### config.mk
export PLATFORM = sky130hd
export DESIGN_NAME = p2s_sched
export DESIGN_NICKNAME = d
export VERILOG_FILES = /design/src/rtl/p2s_sched.sv
export SDC_FILE = /design/constraint.sdc
export NUM_CORES = 1
export LEC_CHECK = 0
export ABC_CLOCK_PERIOD_IN_PS = 2090
export CORE_MARGIN = 1
export CORE_UTILIZATION = 45
export DETAILED_ROUTE_END_ITERATION = 8
export PLACE_DENSITY = 0.77
export REMOVE_ABC_BUFFERS = 1
export SYNTH_ARGS = -nofsm -noshare
export SYNTH_HDL_FRONTEND = slang
export SYNTH_SLANG_ARGS = --single-unit
### constraint.sdc
create_clock -name clk -period 2.09 [get_ports clk]
set_input_delay 0.3135 -clock clk [delete_from_list [all_inputs] [get_ports clk]]
set_output_delay 0.3135 -clock clk [all_outputs]
set_load 0.01 [all_outputs]
### src/rtl/p2s_sched.sv
// Round-robin arbiter sharing one p2s shifter: grant -> load 1 cycle -> send DW cycles -> GAP_CYC idle.
// Latency: grant edge T, load at T+1, send T+2..T+1+DW; requesters wait (hold req) until ack.
module p2s_sched #(
   parameter int N_REQ   = 4,
   parameter int ID_W    = 2,
   parameter int DW      = 4,
   parameter int GAP_CYC = 1
) (
   input  logic                  clk,
   input  logic                  n_rst,
   input  logic [N_REQ-1:0]      req,
   input  logic [N_REQ*DW-1:0]   req_data,
   input  logic                  abort,
   output logic [N_REQ-1:0]      ack,
   output logic [DW-1:0]         p2s_din,
   output logic                  p2s_load,
   output logic                  p2s_send,
   output logic [ID_W-1:0]       owner,
   output logic                  busy,
   output logic                  done
);

   typedef enum logic [1:0] {IDLE, LOAD, SEND, GAP} state_t;

   localparam int MAXC = (DW > GAP_CYC) ? DW : GAP_CYC;
   localparam int CW   = $clog2(MAXC + 1);
   localparam logic [CW-1:0] SEND_LAST = CW'(DW - 1);
   localparam logic [CW-1:0] GAP_LAST  = CW'((GAP_CYC > 0) ? GAP_CYC - 1 : 0);

   state_t            state, state_nxt;
   logic [CW-1:0]     cnt, cnt_nxt;
   logic [ID_W-1:0]   last;
   logic [ID_W-1:0]   sel_idx;
   logic              sel_vld;
   logic [ID_W-1:0]   cand;
   int                pos;
   logic              grant;

   logic [N_REQ-1:0]  ack_nxt;
   logic              load_nxt, send_nxt, busy_nxt, done_nxt;

   // Search downward in distance so the nearest requester after last wins.
   always_comb begin
      sel_vld = 1'b0;
      sel_idx = '0;
      pos     = 0;
      cand    = '0;
      for (int k = N_REQ; k >= 1; k--) begin
         pos  = (int'(last) + k) % N_REQ;
         cand = ID_W'(pos);
         if (req[cand]) begin
            sel_vld = 1'b1;
            sel_idx = cand;
         end
      end
   end

   assign grant = (state == IDLE) && sel_vld;

   always_ff @(posedge clk or negedge n_rst) begin
      if (!n_rst) begin
         state    <= IDLE;
         cnt      <= '0;
         last     <= ID_W'(N_REQ - 1);
         ack      <= '0;
         p2s_din  <= '0;
         p2s_load <= 1'b0;
         p2s_send <= 1'b0;
         owner    <= '0;
         busy     <= 1'b0;
         done     <= 1'b0;
      end else begin
         state    <= state_nxt;
         cnt      <= cnt_nxt;
         ack      <= ack_nxt;
         p2s_load <= load_nxt;
         p2s_send <= send_nxt;
         busy     <= busy_nxt;
         done     <= done_nxt;
         if (grant) begin
            p2s_din <= req_data[sel_idx*DW +: DW];
            owner   <= sel_idx;
            last    <= sel_idx;
         end
      end
   end

   always_comb begin
      state_nxt = state;
      cnt_nxt   = cnt;
      case (state)
         IDLE: if (sel_vld) state_nxt = LOAD;
         LOAD: begin
            state_nxt = SEND;
            cnt_nxt   = '0;
         end
         SEND: begin
            if (cnt == SEND_LAST) begin
               state_nxt = (GAP_CYC > 0) ? GAP : IDLE;
               cnt_nxt   = '0;
            end else begin
               cnt_nxt = cnt + 1'b1;
            end
         end
         GAP: begin
            if (cnt == GAP_LAST) begin
               state_nxt = IDLE;
               cnt_nxt   = '0;
            end else begin
               cnt_nxt = cnt + 1'b1;
            end
         end
         default: state_nxt = IDLE;
      endcase
      if (abort && (state != IDLE)) begin
         state_nxt = IDLE;
         cnt_nxt   = '0;
      end
   end

   // Outputs are decoded from the next state so they appear registered.
   always_comb begin
      ack_nxt  = '0;
      load_nxt = (state_nxt == LOAD);
      send_nxt = (state_nxt == SEND);
      busy_nxt = (state_nxt != IDLE);
      done_nxt = (state == SEND) && (cnt == SEND_LAST) && !abort;
      if (grant) ack_nxt[sel_idx] = 1'b1;
   end

endmodule

==> impl_metrics.yaml <==
outcome:
  outcome: "completed"
sta:
  period_share_pct: 92.2
  setup_violations: 0
  hold_viol: 0
  slew_headroom_pct: 68.4
  final_max_slew_viol_count: 0
  fmax_mhz: 519
  skew_ns: 0.00298
  rsz0062_at_grt: "false"
  period_minus_slack_ns: 1.93
  final.setup.tns_ns: 0
  tightest_slew_ns: 0.474
setup_path:
  critPathLaunchType: "flip-flop"
  cp.arrival_ns: 2.15
  rr_startpoint: "last[1]$_DFFE_PN1P_"
  worstSetupStartpoint: "last[1]$_DFFE_PN1P_"
  path_max_fanout: 9
  critPathRequiredTime_ns: 2.31
  criticalPathCategory: "flip-flop to flip-flop"
  end_kind: "flip-flop"
clock_network:
  clk_latency_ns: 0.30
  h-tree-depth: 1
  cts_setup_buffers: 0
  cts_tree: "built"
  clk_pin_slew_ns: 0.12
  cts_hold_buf: 0
  clock_path_buffers: 2
  cts.sinks: 21
  cts_resized: 0
  cts_made_buffers: 3
  clock-root-buffer: "clkbuf_4"
yosys:
  seq_area_frac_synth_pct: 47.7
  yosysWarnings: 0
  async_flop_share_pct: 100
  synthMuxAreaShare_pct: 5.42
  yosysTopAreaCellShare_pct: 42.9
  synth_compound_area_share_pct: 18.9
  ys_types: 28
  synth-xor-area-share_pct: 0
  synth_simple_gate_area_share_pct: 18.1
  synth_edf_count: 0
  netlist_top_cells_area: "dfrtp_1 43%, mux2i_1 5.4%, dfstp_2 4.7%"
  synth_area_mm2: 0.00111
  synthFlopType: "dfrtp_1"
  synth_cells: 104
  yosys.area.top_type: "dfrtp_1"
  synthAdderAreaFrac_pct: 4.52
  syn_area_per_cell_um2: 10.6
  synth_top_family_by_area: "compound AO/OA/AOI/OAI gates"
  ys_ff_latch: 21
  synth_most_common_cell: "dfrtp_1"
  synth_commonest_cells: "19 x dfrtp_1, 14 x nor2_1"
hold_path:
  min_path_type: "primary input to async pin"
placed_design:
  place_congestion: 0.834
  numPortBuffers: 36
  dpl_cell_area_mm2: 0.00152
  hpwl_um: 1720
drt:
  drcViolationCount: 0
  vias: 903
  drt_iter0_markers: 10
  wl_um: 2180
  first_pass_iters: 4
  vias_per_cell: 5.13
  postRouteAntennaNets: 0
  wl_per_cell_um: 12.4
floorplanning:
  die_w_um: 51.6
  dieHeight_um: 51.6
  io_pins: 37
  core-area_mm2: 0.00228
  initial_core_util_pct: 48.7
  die_area_mm2: 0.00266
  core.rowCount: 17
finish:
  layout.nets: 176
  drive_gt1_share_pct: 16.2
  fin_area_mm2: 0.00155
  multi_input_area_um2: 519
  diodes: 0
  layout.area.seq_um2: 528
  fillers: 193
  syn2layout_area_growth_pct: 39.9
grt:
  grt-ovfl-total: 0
  grt_usage_pct: 18.9
  grt_pass1_wl_um: 3720
  grt_pass1_vias: 906
  grt_antenna_before_repair: 0
  grt_max_degree: 22
pwr:
  p_per_area_mw_per_mm2: 1190
  p_leak_uw: 0.000665
  irDropWorstVdd_mv: 0.670
job:
  maxCapViolations: 0
stage by stage:
stage / hold WS (ns) / setup slack (ns) / util, % / power, µW / std cells
after global placement: 0.459 / 0.0292 / 66.8 / 1630 / 172
after detailed placement: 0.469 / -0.0132 / 66.8 / 1650 / 172
after floorplan: 0.0179 / 0.242 / - / 1210 / 101
after CTS: 0.334 / 0.148 / 68.1 / 1850 / 176
final: 0.325 / 0.163 / 68.1 / 1840 / 176
after global routing: 0.364 / 0.0528 / 68.1 / 1970 / 176
placed cells by master, fill, tap and decap left out, types with 3 or more instances in the layout:
| cell type | Yosys | routed |
|---|---|---|
| nor3_1 | 4 | 4 |
| clkdlybuf4s50_1 | 0 | 36 |
| clkbuf_4 | 0 | 3 |
| nand2b_1 | 5 | 5 |
| dfrtp_1 | 19 | 19 |
| nor2_1 | 14 | 14 |
| buf_4 | 0 | 7 |
| a211oi_1 | 4 | 4 |
| o21ai_0 | 3 | 3 |
| inv_1 | 6 | 6 |
| nand2_1 | 6 | 6 |
| ha_1 | 4 | 4 |
| mux2i_1 | 6 | 6 |
| a21oi_1 | 3 | 3 |
| a211oi_2 | 4 | 4 |
| a21boi_0 | 6 | 6 |
registers in the layout, summed over array words and instances (netlist names):
signal,count
ack,4
cnt,3
p2s_load,1
last,2
p2s_send,1
done,1
owner,2
p2s_din,4
state,2
busy,1
layout make-up:
type,instances,area share [%]
multi-input cells,73,33.5
inverters,7,1.70
flip-flops and latches,21,34.1
well taps,28,2.26
repair buffers,43,26.7
clock buffers,3,1.45
clock inverters,1,0.323
layer usage:
| metal | global-route usage, % | routed length (µm) | up-vias |
|---|---|---|---|
| li1 | - | - | 448 |
| met5 | 0 | 0 | - |
| met3 | 2.63 | 101 | 4 |
| met4 | 9.46 | 33 | 0 |
| met2 | 31.4 | 1080 | 32 |
| met1 | 23.8 | 969 | 419 |
critical path, cell delays in order (launching register included):
cell and delay, ns:
dfstp_2 0.61, mux2i_1 0.24, a2bb2oi_2 0.16, and2_1 0.44
mux2i_1 0.16, a211oi_1 0.25
logic make-up after synthesis:
| family | after synthesis |
|---|---|
| AO/OA/AOI/OAI | 25 |
| adder cells (fa/ha/maj) | 4 |
| buffers and inverters | 10 |
| flip-flops | 21 |
| multiplexers | 6 |
| AND/OR/NAND/NOR | 38 |
worst paths after layout:
check | end | slack, ns | cells past startpoint
worst max-delay path | p2s_din[1]$_DFFE_PN0P_ | 0.16 | 5
worst min-delay path | busy$_DFF_PN0_ | 0.32 | 2
worst max register to register | p2s_din[1]$_DFFE_PN0P_ | 0.16 | 5
worst min register to register | owner[1]$_DFFE_PN0P_ | 0.49 | 2
max in group asynchronous | last[1]$_DFFE_PN1P_ | 1.50 | 2
min in group clk | owner[1]$_DFFE_PN0P_ | 0.49 | 2
report_power, final:
part / internal, µW / total (µW) / leakage (µW) / switching (µW)
registers: 579 / 691 / 0.000260 / 112
logic: 509 / 950 / 0.000388 / 441
clock network: 71.4 / 197 / 0.0000177 / 126
Note: power is estimated with default switching activity, not from simulation.
